File: src/rtl/board_game_engine.sv
// board_game_engine: N x N, K-in-a-row turn referee.
// Accepts moves, flags bad ones, then judges win/draw.
module board_game_engine #(
  parameter int N = 3,
  parameter int K = 3,
  parameter int FIRST = 0,
  localparam int CW = $clog2(N*N)
) (
  input  logic              clk,
  input  logic              reset,
  input  logic              new_game,
  input  logic              move_valid,
  input  logic              move_who,
  input  logic [CW-1:0]     move_idx,
  output logic              move_ready,
  output logic [2*N*N-1:0]  board,
  output logic [1:0]        winner,
  output logic              turn,
  output logic [CW:0]       move_count,
  output logic              err_illegal,
  output logic              err_turn
);

  localparam int NC = N*N;
  localparam logic [1:0] W_DRAW = 2'd0;
  localparam logic [1:0] W_PLR  = 2'd1;
  localparam logic [1:0] W_CMP  = 2'd2;
  localparam logic [1:0] W_CONT = 2'd3;

  typedef enum logic [1:0] {
    PLAY,
    CHECK,
    DONE
  } state_t;

  state_t            state_q, state_d;
  logic [2*NC-1:0]   board_q, board_d;
  logic [1:0]        winner_q, winner_d;
  logic              turn_q, turn_d;
  logic [CW:0]       count_q, count_d;
  logic              ei_q, ei_d;
  logic              et_q, et_d;
  logic              occ;
  logic              in_range;
  logic              p_run;
  logic              c_run;

  // True when some K-long line of the board is all `code`.
  function automatic logic has_run(
    input logic [2*NC-1:0] b,
    input logic [1:0]      code
  );
    logic hit;
    logic ok;
    hit = 1'b0;
    for (int r = 0; r < N; r++) begin
      for (int c = 0; c < N; c++) begin
        if (c + K <= N) begin
          ok = 1'b1;
          for (int i = 0; i < K; i++)
            if (b[2*(r*N+c+i) +: 2] != code) ok = 1'b0;
          hit = hit | ok;
        end
        if (r + K <= N) begin
          ok = 1'b1;
          for (int i = 0; i < K; i++)
            if (b[2*((r+i)*N+c) +: 2] != code) ok = 1'b0;
          hit = hit | ok;
        end
        if (r + K <= N && c + K <= N) begin
          ok = 1'b1;
          for (int i = 0; i < K; i++)
            if (b[2*((r+i)*N+c+i) +: 2] != code) ok = 1'b0;
          hit = hit | ok;
        end
        if (r + K <= N && c >= K - 1) begin
          ok = 1'b1;
          for (int i = 0; i < K; i++)
            if (b[2*((r+i)*N+c-i) +: 2] != code) ok = 1'b0;
          hit = hit | ok;
        end
      end
    end
    return hit;
  endfunction

  // Target-cell lookup and range test for the offered move.
  always_comb begin
    occ = 1'b0;
    for (int i = 0; i < NC; i++)
      if (move_idx == CW'(i))
        occ = (board_q[2*i +: 2] != 2'b00);
    in_range = ({1'b0, move_idx} < (CW+1)'(NC));
  end

  // Line detection on the registered board for both sides.
  always_comb begin
    p_run = has_run(board_q, W_PLR);
    c_run = has_run(board_q, W_CMP);
  end

  // Next-state and next-register logic of the game FSM.
  always_comb begin
    state_d  = state_q;
    board_d  = board_q;
    winner_d = winner_q;
    turn_d   = turn_q;
    count_d  = count_q;
    ei_d     = 1'b0;
    et_d     = 1'b0;
    if (new_game) begin
      state_d  = PLAY;
      board_d  = '0;
      winner_d = W_CONT;
      turn_d   = 1'(FIRST);
      count_d  = '0;
    end else begin
      unique case (state_q)
        PLAY: begin
          if (move_valid) begin
            if (move_who != turn_q) begin
              et_d = 1'b1;
            end else if (!in_range || occ) begin
              ei_d = 1'b1;
            end else begin
              for (int i = 0; i < NC; i++)
                if (move_idx == CW'(i))
                  board_d[2*i +: 2] = move_who ? W_CMP : W_PLR;
              count_d = count_q + 1'b1;
              turn_d  = ~turn_q;
              state_d = CHECK;
            end
          end
        end
        CHECK: begin
          if (p_run) begin
            winner_d = W_PLR;
            state_d  = DONE;
          end else if (c_run) begin
            winner_d = W_CMP;
            state_d  = DONE;
          end else if (count_q == (CW+1)'(NC)) begin
            winner_d = W_DRAW;
            state_d  = DONE;
          end else begin
            winner_d = W_CONT;
            state_d  = PLAY;
          end
        end
        DONE: begin
          state_d = DONE;
        end
        default: begin
          state_d = PLAY;
        end
      endcase
    end
  end

  // State and game registers, cleared by asynchronous reset.
  always_ff @(posedge clk or posedge reset) begin
    if (reset) begin
      state_q  <= PLAY;
      board_q  <= '0;
      winner_q <= W_CONT;
      turn_q   <= 1'(FIRST);
      count_q  <= '0;
      ei_q     <= 1'b0;
      et_q     <= 1'b0;
    end else begin
      state_q  <= state_d;
      board_q  <= board_d;
      winner_q <= winner_d;
      turn_q   <= turn_d;
      count_q  <= count_d;
      ei_q     <= ei_d;
      et_q     <= et_d;
    end
  end

  assign move_ready  = (state_q == PLAY) && !new_game;
  assign board       = board_q;
  assign winner      = winner_q;
  assign turn        = turn_q;
  assign move_count  = count_q;
  assign err_illegal = ei_q;
  assign err_turn    = et_q;

endmodule

File: config.mk
export PLATFORM = sky130hd
export DESIGN_NAME = board_game_engine
export DESIGN_NICKNAME = d
export VERILOG_FILES = /design/src/rtl/board_game_engine.sv
export SDC_FILE = /design/constraint.sdc
export NUM_CORES = 1
export LEC_CHECK = 0
export ABC_AREA = 1
export BUFFER_PORTS_ARGS = -buffer_cell sky130_fd_sc_hd__buf_2
export CORE_ASPECT_RATIO = 0.8
export CORE_UTILIZATION = 59
export DETAILED_ROUTE_END_ITERATION = 10
export PLACE_DENSITY = 0.91
export SLEW_MARGIN = 40
export SYNTH_ARGS = -nofsm -noshare
export SYNTH_HDL_FRONTEND = slang
export SYNTH_SLANG_ARGS = --single-unit
File: constraint.sdc
create_clock -name clk -period 2.46 [get_ports clk]
set_input_delay 0.123 -clock clk [delete_from_list [all_inputs] [get_ports clk]]
set_output_delay 0.123 -clock clk [all_outputs]
set_load 0.02 [all_outputs]
# ---- Word-level counts from Yosys, hierarchy flattened
# Cells that the tools add are included.
dict set report word_totals {
  regBits 30
  inputBits 9
  output_inout_bits 29
  elab_cells 203
}
dict set report op_classes {
  n_addsub 1
  magnitude_cmp 1
  eq_ne 35
  muxes 98
  n_bitwise 15
  n_reduce_logical 38
}
# operator count
set ops {}
lappend ops {{18-bit 2-to-1 mux} 5}
lappend ops {{1-bit 2-to-1 mux} 65}
lappend ops {{5-bit AND reduction} 9}
lappend ops {{2-bit 2-to-1 mux} 22}
lappend ops {{2-bit nonzero test} 21}
lappend ops {{5-bit 2-to-1 mux} 5}
lappend ops {{2-bit inequality test (second input constant)} 11}
lappend ops {{2-bit by 1-bit inequality test with 1-bit output (second input constant)} 9}
lappend ops {{4-bit by 3-bit == test with 1-bit output (second input constant)} 4}
lappend ops {{1-bit OR} 14}
lappend ops {{3-bit inequality test (second input constant)} 3}
lappend ops {{4-bit by 2-bit == test with 1-bit output (second input constant)} 2}
lappend ops {{2-bit one-hot mux with 3 select lines} 1}
lappend ops {{5-bit by 1-bit adder with 5-bit output (second input constant)} 1}
lappend ops {{5-bit by 4-bit == test with 1-bit output (second input constant)} 1}
lappend ops {{4-bit by 1-bit == test with 1-bit output (second input constant)} 1}
lappend ops {{4-bit == test (second input constant)} 1}
lappend ops {{4-bit logical NOT} 1}
lappend ops {{4-bit < comparator (second input constant)} 1}
lappend ops {{4-bit AND reduction} 1}
lappend ops {{3-bit AND reduction} 1}
lappend ops {{2-bit by 1-bit == test with 1-bit output (second input constant)} 1}
lappend ops {{2-bit == test (second input constant)} 1}
lappend ops {{1-bit logical NOT} 2}
lappend ops {{other kinds (5)} 5}

# ---- Longest topological paths before layout
dict set report depth {
  word_depth 16
  mapped_depth 13
  depth_no_buf 13
}

# ---- Worst setup path before layout
# OpenSTA, ideal clock, no wires.
dict set report synth_path {
  kind {register -> register}
  start {register board_q[4], in the netlist board[4]}
  end {register board_q[15], in the netlist board[15]}
  setup_time_ps 117
  arrival_ps 1551
  required_ps 2343
  slack_ps 792
  path_stages_with_launch 14
  n_path_buf 1
  period_less_slack_ps 1668
  cell_sequence {dfrtp_1 -> inv_1 -> nand2_1 -> nand3_1 -> nand3_1 -> nor2_1 -> nand4_1 -> nand2_1 -> nand2_2 -> o21ai_4 -> buf_6 -> nand2_2 -> nand2_1 -> nand2_1}
}
dict set report synth_via {
  elab_chain_len 11
}
# item line
set synth_rtl {}
lappend synth_rtl {{start, declared} 37} ;# logic [2*NC-1:0] board_q, board_d;
lappend synth_rtl {{start signal, assigned} 172} ;# board_q <= board_d;
lappend synth_rtl {{2-bit nonzero test} 92} ;# occ = (board_q[2*i +: 2] != 2'b00);
lappend synth_rtl {{1-bit 2-to-1 mux (7 in a row)} 91} ;# if (move_idx == CW'(i))
lappend synth_rtl {{1-bit logical OR} 123} ;# end else if (!in_range || occ) begin
lappend synth_rtl {{2-bit inequality test (no line)} -}
lappend synth_rtl {{5-bit AND reduction (no line)} -}
# No other way between the ends.
# A chain may end at the register's enable or synchronous reset.

# ---- Worst setup path after layout
dict set report layout_path {
  start {register board_q[4], in the netlist board[4]}
  end {register board_q[8], in the netlist board[8]}
}
# Same word-level chain as after synthesis.

==> impl_metrics.csv <==
group,metric,value,unit
pwr,vdd_drop_max,0.0005666,V
setup_path,worstPathMaxFanout,24,
global_route,first_global_vias,1553,
worst_hold_path,worst_hold_path_type,"input port to flip-flop",
yosys,postSynthRegisterBits,30,
global_route,antenna_found_initial,0,
pwr,internal_power,1.081,mW
timing,layout_worst_path_cycle_share,87.48,%
timing,max_slew.worst_pin.slew,0.7452,ns
timing,finalMaxSlewViolations,0,
pwr,pwr-share-comb,40.1,%
pwr,power.leakage,1.224,nW
yosys,synthesized_netlist_cell_count,275,
run,drv.max_cap_violation_count,0,
worst_hold_path,min_delay_path_depth,3,
drt,routed-via-count,1940,
setup_path,timing.reg2reg.setup_slack,0.31,ns
timing,fin_skew,0.004678,ns
yosys,synth-edff-count,0,
clock_network,tritoncts_num_sinks,30,
yosys,synth-compound-area-share,8.966,%
setup_path,crit_path_capture_type,"flip-flop",
die,placement_rows,18,
yosys,synth_simple_gate_area_share,40.71,%
global_route,grtUsageTotal,27.62,%
place,gp_congestion,0.9040,
clock_network,cts_buffer_depth,2,
yosys,proportion_of_register_bits_with_asynchronous_set_or_reset_after_synthesis,100.0,%
final_layout,final_cell_count_no_fill,358,
timing,setup_violations,0,
global_route,wire_length_of_the_first_global_routing_pass,7.086,mm
run_status,run_status,"finished, final reports clean",
global_route,largest_net_degree_at_the_start_of_global_routing,31,
global_route,gr-total-overflow,0,
pwr,clock_power_share,21.3,%
setup_path,reg2reg_depth,12,
drt,routed_wl,4.479,mm
die,fp.coreArea,0.003085,mm²
timing,rsz0062_at_grt,"false",
yosys,post_synth_instance_area,0.001912,mm²
die,floorplan.io_pins,38,
pwr,power_frac_seq,38.6,%
clock_network,cts_made_buffers,5,
die,die_w,65.65,µm
final_layout,most_common_library_cell_in_the_layout_ignoring_fill_and_taps,"sky130_fd_sc_hd__nand2_1",
pwr,pwr_density_cell,868.7,mW/mm²
drt,firstDrtPassIters,4,
yosys,synth_fp_nets,286,
yosys,syn-mean-instance-area,6.952,µm²
drt,vias_per_cell,5.419,
place,numPortBuffers,37,
die,dieArea,0.003474,mm²
worst_hold_path,worst_hold_path.endpoint,"err_turn",
clock_network,tritoncts,"yes",
yosys,synth_top_flop_cell,"sky130_fd_sc_hd__dfrtp_1",
setup_path,regToRegStartpoint,"board[4]",
drt,wl_per_cell,12.51,µm
setup_path,crit_type,"flip-flop to flip-flop",
final_layout,layout-drive-gt1-share,21.07,%
setup_path,critPathArrivalTime,2.33,ns
timing,hold_viol_final,0,
setup_path,rr_endpoint,"board[8]",
pwr,power.share.switching,44.11,%
timing,summed_negative_setup_slack_over_all_endpoints,0,ns
drt,remaining_drc_errors,0,
place,hpwlAfterDp,3.305,mm
clock_network,htree_levels,2,
yosys,muxShareOfSynthArea,0,%
setup_path,worst_ep_required_time,2.64,ns
clock_network,root_buffer,"sky130_fd_sc_hd__clkbuf_8",
setup_path,setup.worst_path.start_class,"flip-flop",
timing,max_freq,0.4647,GHz
clock_network,clk_pin_slew_worst_paths,0.07,ns
timing,timing.final.crit_period,2.152,ns
final_layout,fillCellCount,256,
yosys,dominant_combinational_cell_family_by_area_after_synthesis,"simple AND/OR/NAND/NOR gates",
yosys,proportion_of_synthesized_chip_area_in_sequential_cells,39.40,%
place,place.detailed.instances,349,
setup_path,startpoint,"board[4]",
final_layout,antennaDiodeCount,0,
yosys,synth_xor_xnor_area_share,1.374,%
drt,drt_iter0_drc,123,
drt,detail_route_antenna_nets,0,
final_layout,flow.area_growth_from_synthesis,16.43,%
yosys,ys.warnings.count,0,
clock_network,clock_insertion_delay_worst_skew,0.28,ns
timing,max_slew_margin,50.14,%
final_layout,final_cell_mix,"sky130_fd_sc_hd__nand2_1, sky130_fd_sc_hd__nor2_1, sky130_fd_sc_hd__buf_2",
clock_network,cts_resized,0,
yosys,post_synth_num_cell_types,33,
worst_hold_path,hold_path_startpoint,"move_valid",
die,initial_utilization,61.96,%
die,die_y,52.92,µm
final_layout,design.final.nets,328,
pwr,power.net_switching,0.8529,mW
yosys,synth-adder-area-share,1.309,%
==> registers in the layout (all words and copies together), names as in the netlist <==
register / count
board: 18
move_count: 5
turn: 1
err_turn: 1
winner: 2
state_q: 2
err_illegal: 1
==> worst max-delay path by stage <==
stage | endpoint | slack [ns] | cells past startpoint
detailed placement | board[8] | 0.45 | 12
global placement | board[8] | 0.53 | 12
CTS | board[8] | 0.35 | 12
floorplan | board[15] | 0.79 | 13
finish | board[8] | 0.31 | 12
global route | board[1] | 0.18 | 12
==> cells by family after synthesis <==
logic type / after synthesis
simple gates: 175
buf+inv: 38
flops: 30
fa+ha+maj: 2
compound gates: 27
xor+xnor: 3
==> power groups by stage <==
stage / combinational (mW) / clock, mW / sequential (mW)
detailed placement: 0.765 / 0 / 0.752
global placement: 0.744 / 0 / 0.744
global route: 0.863 / 0.432 / 0.764
CTS: 0.771 / 0.409 / 0.743
finish: 0.776 / 0.411 / 0.746
floorplan: 0.409 / 0 / 0.871
==> cells in the mapped netlist, drive strengths merged (3+ instances only) <==
master / n / area (µm²)
nand4: 5 / 31.28
nand3: 35 / 185.2
nand2: 81 / 316.5
inv: 34 / 127.6
nor3: 7 / 40.04
buf: 3 / 26.27
o21ai: 10 / 61.31
or2: 3 / 18.77
a22oi: 3 / 22.52
a21oi: 8 / 40.04
nor2: 42 / 172.7
dfrtp: 28 / 700.7
==> layer usage <==
| layer | wire length [µm] | share of wire [%] | track usage [%] | vias to the layer above |
|---|---|---|---|---|
| li1 | - | - | - | 971 |
| met1 | 2074 | 46 | 39.24 | 893 |
| met2 | 2070 | 46 | 41.84 | 71 |
| met3 | 291 | 6.5 | 5.603 | 5 |
| met4 | 42 | 0.94 | 9.058 | 0 |
| met5 | 0 | 0 | 0 | - |
==> final cells by class <==
type	count	area, µm²	share of cell area (%)
clock buffer	7	86.33	3.879
clock inverter	1	5.005	0.2248
inverter	34	127.6	5.734
multi-input combinational	207	1001	44.97
sequential	30	753.2	33.84
tap	40	50.05	2.248
timing repair buffer	39	202.7	9.106
==> critical path, stage by stage (launching register included) <==
cell and delay [ns]:
sky130_fd_sc_hd__dfrtp_1 0.41, sky130_fd_sc_hd__inv_1 0.11, sky130_fd_sc_hd__nand2_1 0.08, sky130_fd_sc_hd__nand3_1 0.09
sky130_fd_sc_hd__nand3_1 0.11, sky130_fd_sc_hd__nor2_1 0.13, sky130_fd_sc_hd__nand4_1 0.10, sky130_fd_sc_hd__nand2_1 0.10
sky130_fd_sc_hd__nand2_2 0.09, sky130_fd_sc_hd__o21ai_4 0.51, sky130_fd_sc_hd__nand2_1 0.16, sky130_fd_sc_hd__nand2_1 0.11
sky130_fd_sc_hd__nand2_1 0.05
==> stage by stage <==
stage               util, %  power [mW]  hold slack (ns)  setup slack (ns)  area [µm²]
finish                72.14       1.934           0.1021            0.3080        2226
floorplan                 -       1.279           0.2123            0.7916        1912
global placement      68.86       1.488           0.2070            0.5295        2125
CTS                   72.14       1.924           0.1076            0.3541        2226
detailed placement    68.86       1.517           0.2129            0.4483        2125
global route          72.14       2.058           0.1266            0.1778        2226
==> repair_timing <==
action                                 CTS  global route
buffers inserted                         0             0
endpoints found under the hold margin   28             0
hold buffers                             1             0
Power figures use the tool's default switching activity.
